`config.mk`:
```
export PLATFORM = sky130hd
export DESIGN_NAME = result_writer_bram
export DESIGN_NICKNAME = d
export VERILOG_FILES = /design/src/rtl/result_writer_bram_pkg.sv /design/src/rtl/result_writer_bram.sv
export SDC_FILE = /design/constraint.sdc
export NUM_CORES = 1
export LEC_CHECK = 0
export CORE_MARGIN = 1
export CORE_UTILIZATION = 50
export CTS_CLUSTER_DIAMETER = 120
export CTS_CLUSTER_SIZE = 14
export DETAILED_ROUTE_END_ITERATION = 10
export PLACE_DENSITY = 0.79
export SLEW_MARGIN = 20
export SYNTH_ARGS = -nofsm -noshare
export SYNTH_HDL_FRONTEND = slang
export SYNTH_SLANG_ARGS = --single-unit
```
`constraint.sdc`:
```
create_clock -name clk -period 10.6 [get_ports clk]
set_input_delay 2.12 -clock clk [delete_from_list [all_inputs] [get_ports clk]]
set_output_delay 2.12 -clock clk [all_outputs]
set_load 0.02 [all_outputs]
```
`src/rtl/result_writer_bram_pkg.sv`:
```
// Shared definitions for the result writer and its upstream data mover.
package result_writer_bram_pkg;

    typedef enum logic [1:0] {
        S_IDLE  = 2'd0,
        S_WRITE = 2'd1,
        S_DONE  = 2'd2
    } state_e;

    localparam int NUM_CORE = 8;
    localparam int CNT_W    = 3;

endpackage

```
`src/rtl/result_writer_bram.sv`:
```
// Latches eight per-core results, writes them to a result BRAM port as consecutive
// words, and reports the argmax (index and value) of the completed run.
module result_writer_bram #(
    parameter int DWIDTH   = 32,
    parameter int AWIDTH   = 12,
    parameter int NUM_CORE = 8
) (
    input  logic              clk,
    input  logic              reset_n,
    input  logic              i_run,
    input  logic [AWIDTH-1:0] i_base_addr,
    input  logic [DWIDTH-1:0] i_result_0,
    input  logic [DWIDTH-1:0] i_result_1,
    input  logic [DWIDTH-1:0] i_result_2,
    input  logic [DWIDTH-1:0] i_result_3,
    input  logic [DWIDTH-1:0] i_result_4,
    input  logic [DWIDTH-1:0] i_result_5,
    input  logic [DWIDTH-1:0] i_result_6,
    input  logic [DWIDTH-1:0] i_result_7,
    output logic              o_idle,
    output logic              o_write,
    output logic              o_done,
    output logic [AWIDTH-1:0] addr_b,
    output logic              ce_b,
    output logic              we_b,
    output logic [DWIDTH-1:0] d_b,
    output logic [2:0]        o_max_idx,
    output logic [DWIDTH-1:0] o_max_val
);
    import result_writer_bram_pkg::*;

    state_e             state;
    logic [CNT_W-1:0]   cnt;
    logic [DWIDTH-1:0]  res_q [NUM_CORE];
    logic [AWIDTH-1:0]  base_q;
    logic [2:0]         cur_idx;
    logic [DWIDTH-1:0]  cur_val;
    logic [2:0]         nxt_idx;
    logic [DWIDTH-1:0]  nxt_val;
    logic [DWIDTH-1:0]  wr_val;
    logic [DWIDTH-1:0]  results [NUM_CORE];

    assign results[0] = i_result_0;
    assign results[1] = i_result_1;
    assign results[2] = i_result_2;
    assign results[3] = i_result_3;
    assign results[4] = i_result_4;
    assign results[5] = i_result_5;
    assign results[6] = i_result_6;
    assign results[7] = i_result_7;

    assign wr_val = res_q[cnt];

    // Strictly greater keeps the earliest index on ties.
    always_comb begin
        nxt_idx = cur_idx;
        nxt_val = cur_val;
        if (wr_val > cur_val) begin
            nxt_idx = cnt;
            nxt_val = wr_val;
        end
    end

    always_ff @(posedge clk or negedge reset_n) begin
        if (!reset_n) begin
            state     <= S_IDLE;
            cnt       <= '0;
            base_q    <= '0;
            cur_idx   <= '0;
            cur_val   <= '0;
            o_max_idx <= '0;
            o_max_val <= '0;
            for (int i = 0; i < NUM_CORE; i++) res_q[i] <= '0;
        end else begin
            case (state)
                S_IDLE: begin
                    if (i_run) begin
                        for (int i = 0; i < NUM_CORE; i++) res_q[i] <= results[i];
                        base_q  <= i_base_addr;
                        cnt     <= '0;
                        cur_idx <= '0;
                        cur_val <= '0;
                        state   <= S_WRITE;
                    end
                end
                S_WRITE: begin
                    cur_idx <= nxt_idx;
                    cur_val <= nxt_val;
                    cnt     <= cnt + 1'b1;
                    // The last compare lands on the same edge that enters DONE.
                    if (cnt == CNT_W'(NUM_CORE - 1)) begin
                        o_max_idx <= nxt_idx;
                        o_max_val <= nxt_val;
                        state     <= S_DONE;
                    end
                end
                S_DONE:  state <= S_IDLE;
                default: state <= S_IDLE;
            endcase
        end
    end

    assign o_idle  = (state == S_IDLE);
    assign o_write = (state == S_WRITE);
    assign o_done  = (state == S_DONE);
    assign ce_b    = o_write;
    assign we_b    = o_write;
    assign addr_b  = o_write ? base_q + AWIDTH'(cnt) : '0;
    assign d_b     = o_write ? wr_val : '0;

endmodule

```
==> Yosys cells after proc, flatten, opt, wreduce, memory -nomap -nowiden <==
Cells that the tools add are included.
{ "op_classes": {"n_mul": 0, "add_sub_neg": 2, "muxes": 15, "n_shift": 0, "order_cmp": 2, "n_eq_ne": 5, "bitwise": 1, "reduce_logical": 6, "n_div": 0} }
{ "ops": {"columns": ["op", "count"], "rows": [
  ["$mux 32", 5],
  ["$bmux 32 s3", 1],
  ["$pmux 32 s2", 1],
  ["$gt 32x32->1", 1],
  ["$add 12x3->12", 1],
  ["$mux 12", 1],
  ["$pmux 3 s2", 2],
  ["$reduce_and 2->1", 4],
  ["$mux 3", 2],
  ["$ge 4x4->1 const B", 1],
  ["$mux 2", 2],
  ["$not 3->4", 1],
  ["$pmux 2 s2", 1],
  ["$add 3x1->3 const B", 1],
  ["$eq 3x3->1 const B", 1],
  ["$eq 2x1->1 const B", 1],
  ["$eq 2x2->1 const B", 1],
  ["$logic_not 2->1", 1],
  ["$ne 2x1->1 const B", 1],
  ["$ne 2x2->1 const B", 1],
  ["$reduce_bool 2->1", 1]
]} }
{ "totals": {"mem_bits_ro": 0, "latch_bits": 0, "mem_count": 0, "elab_cells": 46, "ramBits": 0, "in_bits": 271, "output_inout_bits": 84, "regBits": 343} }

==> Longest topological paths before layout <==
{ "logic_depth": {"word_depth": 7, "depth_mapped": 16, "depth_no_buf": 10} }

==> Worst setup path after synthesis <==
OpenSTA, ideal clock, no wires.
{ "synth_timing": {"path_kind": "reg2out", "start": "reg cnt[0]", "end": "out d_b[10]", "t_arrival_ns": 2.159, "setup_slack_ns": 6.321, "path_buffers": 3, "required_ns": 8.480, "path_stages_with_launch": 7, "cell_sequence": "dfrtp_1 > clkbuf_1 > buf_2 > buf_2 > mux4_2 > mux2_2 > and2_1"} }
{ "synth_via": {"elab_chain_len": 5} }
{ "synth_lines": {"columns": ["item", "line", "source"], "rows": [
  ["start: declaration", "result_writer_bram.sv:33", "logic [CNT_W-1:0] cnt;"],
  ["start signal: assignment", "result_writer_bram.sv:89", "cnt <= cnt + 1'b1;"],
  ["$not 3->4 (implied by the code)", "result_writer_bram.sv:52", "assign wr_val = res_q[cnt];"],
  ["$bmux 32 s3", "result_writer_bram.sv:52", null],
  ["$mux 32 (implied by the code) (2 in a row)", "result_writer_bram.sv:52", null],
  ["$mux 32", "result_writer_bram.sv:109", "assign d_b = o_write ? wr_val : '0;"],
  ["end: declaration", "result_writer_bram.sv:26", "output logic [DWIDTH-1:0] d_b,"]
]} }
Every way passes these cells. The select of a mux whose other input is x is not followed.

==> Worst setup path after layout <==
{ "layout_timing": {"start": "reg cnt[0]", "end": "out addr_b[11]"} }
{ "layout_via": {"elab_chain_len": 2} }
{ "layout_lines": {"columns": ["item", "line", "source"], "rows": [
  ["$add 12x3->12", "result_writer_bram.sv:108", "assign addr_b = o_write ? base_q + AWIDTH'(cnt) : '0;"],
  ["$mux 12", "result_writer_bram.sv:108", null],
  ["end: declaration", "result_writer_bram.sv:23", "output logic [AWIDTH-1:0] addr_b,"]
]} }
Every way passes these cells.

==> impl_metrics.env <==
export IMPL_ant_nets=0
export IMPL_synth_edf_count=0
export IMPL_clock_latency_ps=560
export IMPL_antenna_found_initial=0
export IMPL_synth_area_leaders="dfrtp_1 53%, mux2_2 21%, mux4_2 8.9%, ha_1 2.9%, mux2i_1 2.2%"
export IMPL_area_growth_pct=28.4
export IMPL_vias=10300
export IMPL_initial_core_util=0.510
export IMPL_netlist_area_um2=16100
export IMPL_worstPathArrival_ps=4210
export IMPL_synthMostInstantiatedCell="dfrtp_1"
export IMPL_syn_nets=1437
export IMPL_crit_chain="buf_4 > ha_1 > a21o_1 > a21oi_1 > nor2b_1 > nand2b_1 > or3_1 > a21oi_1 > clkdlybuf4s50_1"
export IMPL_grt_setup_unrepaired="no"
export IMPL_gr_usage_all_layers=0.235
export IMPL_wire_per_inst_um=20.5
export IMPL_placementRows=65
export IMPL_ir_worst_vdd_uv=309
export IMPL_yosysWarnings=0
export IMPL_maxSlewViolCount=0
export IMPL_viasPerCell=5.57
export IMPL_core_um2=31600
export IMPL_cap_violations=0
export IMPL_outcome="completed"
export IMPL_tns_ps=0
export IMPL_ys_ff_latch=343
export IMPL_layout_drive_gt1_share=0.286
export IMPL_reg2regPathDepth=12
export IMPL_htreeDepth=1
export IMPL_cts_root_buf="clkbuf_16"
export IMPL_hold_depth=2
export IMPL_cts_tree="done"
export IMPL_min_period_over_period=0.597
export IMPL_path_class="flip-flop to primary output"
export IMPL_hold_path_class="flip-flop to flip-flop"
export IMPL_path_clk_slew_ps=70
export IMPL_numClockSinks=343
export IMPL_synth_top_cell_by_area="dfrtp_1"
export IMPL_synth_yosys_seq_area_share=0.532
export IMPL_io_buffers=354
export IMPL_finalWirelength_um=38000
export IMPL_synthTopCellsByCount="343 x dfrtp_1, 299 x mux2_2, 64 x mux4_2"
export IMPL_power_total_mw=7.61
export IMPL_yosysUniqueCellTypes=38
export IMPL_cts_buffer_depth=3
export IMPL_async_flop_share=1.00
export IMPL_r2r_setup_slack_ps=4990
export IMPL_final_util=0.655
export IMPL_stdcell_area_um2=20700
export IMPL_grt_pass1_vias=11000
export IMPL_max_stage_delay_ps=850
export IMPL_dr_pass1_iters=4
export IMPL_synth_main_ff_cell="dfrtp_1"
export IMPL_rr_endpoint="cur_val[0]"
export IMPL_nets=1757
export IMPL_crit_path_end_kind="primary output"
export IMPL_max_slew_margin=0.346
export IMPL_r2r_start="cnt[0]"
export IMPL_critical_path_peak_fanout=40
export IMPL_required_ps=8480
export IMPL_crit_top_cell="a21oi_1"
export IMPL_post_cts_resized=0
export IMPL_drc=0
export IMPL_fmax_mhz=158
export IMPL_dp_hpwl_um=26000
export IMPL_gr_total_overflow=0
export IMPL_drt_iter0_markers=466
export IMPL_leakage_nw=8.61
export IMPL_synth_top_area_frac=0.532
export IMPL_syn_inst=1128
export IMPL_layout_min_cycle_time_ps=6330
export IMPL_die_x_um=182
export IMPL_die_h_um=182
export IMPL_setup_viol=0
export IMPL_cp_start_kind="flip-flop"
export IMPL_hold_path_startpoint="o_max_val[22]"
export IMPL_finalHoldViolCount=0
export IMPL_io_pins=355
export IMPL_placed_area_um2=19900
export IMPL_grt_pass1_wl_um=60900
export IMPL_gp_congestion=0.814
export IMPL_tightest_slew_ps=981
export IMPL_cts_hold_buffers=0
export IMPL_grt_max_degree=139
export IMPL_avgSynthCellArea_um2=14.3
export IMPL_fin_skew_ps=17.0
export IMPL_min_to="o_max_val[22]"
export IMPL_cts_buffers=28
export IMPL_cts_setup_buffers=0
export IMPL_antenna_cells=0
export IMPL_dieArea_um2=33000
export IMPL_slowest_stage="dfrtp_4"
export IMPL_p_per_area_nw_per_um2=367
-- logic make-up after synthesis --
logic type | count (synthesis) | share of synthesized area
and+or+nand+nor | 127 | 0.0399
AOI/OAI and AO/OA | 106 | 0.0444
muxes | 399 | 0.320
xor gates and xnor gates | 6 | 0.00326
buffers and inverters | 109 | 0.0300
adders and majority gates | 38 | 0.0299
DFF | 343 | 0.532
-- critical path, delay by kind of cell, from the launching register on --
kind / cells / cell delay [ps]
buffers and inverters: 2 / 1360
DFF: 1 / 850
and+or+nand+nor: 3 / 730
AOI/OAI and AO/OA: 3 / 340
adders and majority gates: 1 / 330
-- through the flow --
step	worst slack [ps]	hold WS (ps)	cells
3_3_place_gp	4800	461	1819
2_1_floorplan	6320	466	1128
3_5_place_dp	4720	471	1819
5_1_grt	3920	508	1852
4_1_cts	4130	486	1851
6_report	4270	480	1852
-- final cells by class --
cell class	instances	area [µm²]
Fill cell	2300	10900
Sequential cell	343	8590
Multi-Input combinational cell	676	7080
Timing Repair Buffer	365	3670
Clock buffer	31	733
Tap cell	402	503
Inverter	34	128
Clock inverter	1	8.76
-- flip-flops by register name, indices dropped and copies added (netlist names) --
register and cells:
base_q 12, cnt 3, cur_idx 3, cur_val 32, o_max_idx 3, o_max_val 32, res_q 256, state 2
-- where the power goes --
part / internal [mW] / switching (mW)
Clock: 0.483 / 0.452
Sequential: 1.99 / 0.424
Combinational: 2.25 / 2.01
Total: 4.72 / 2.88
-- worst max-delay path by stage --
stage	start	end	slack (ps)	cells after the start
3_3_place_gp	cnt[0]	addr_b[11]	4800	9
4_1_cts	cnt[0]	addr_b[11]	4130	9
2_1_floorplan	cnt[0]	d_b[10]	6320	6
3_5_place_dp	cnt[0]	addr_b[11]	4720	9
5_1_grt	cnt[0]	addr_b[11]	3920	9
6_report	cnt[0]	addr_b[11]	4270	9
-- placed cells by master (no fill, tap or decap), drive strengths merged, types with 2 or more instances in the layout --
cell             n
nand2           48
clkdlybuf4s50  353
inv             35
nand4           10
clkbuf          31
a21oi           14
nor2b            4
ha              37
nor2            12
xor2             5
o21ai           41
nor3             3
nand2b           2
mux2i           36
a21o             8
a22o            35
mux4            64
or3              4
nand3            7
mux2           299
and2            34
a221o            2
buf             12
dfrtp          343
-- per-layer routing --
| metal | global-route usage | share of wire | wire, µm |
|---|---|---|---|
| met1 | 0.317 | 0.43 | 16200 |
| met4 | 0.0597 | 0.025 | 956 |
| met5 | 0 | 0 | 0 |
| met2 | 0.391 | 0.49 | 18500 |
| met3 | 0.0455 | 0.062 | 2350 |
Note: power is estimated with default switching activity, not from simulation.
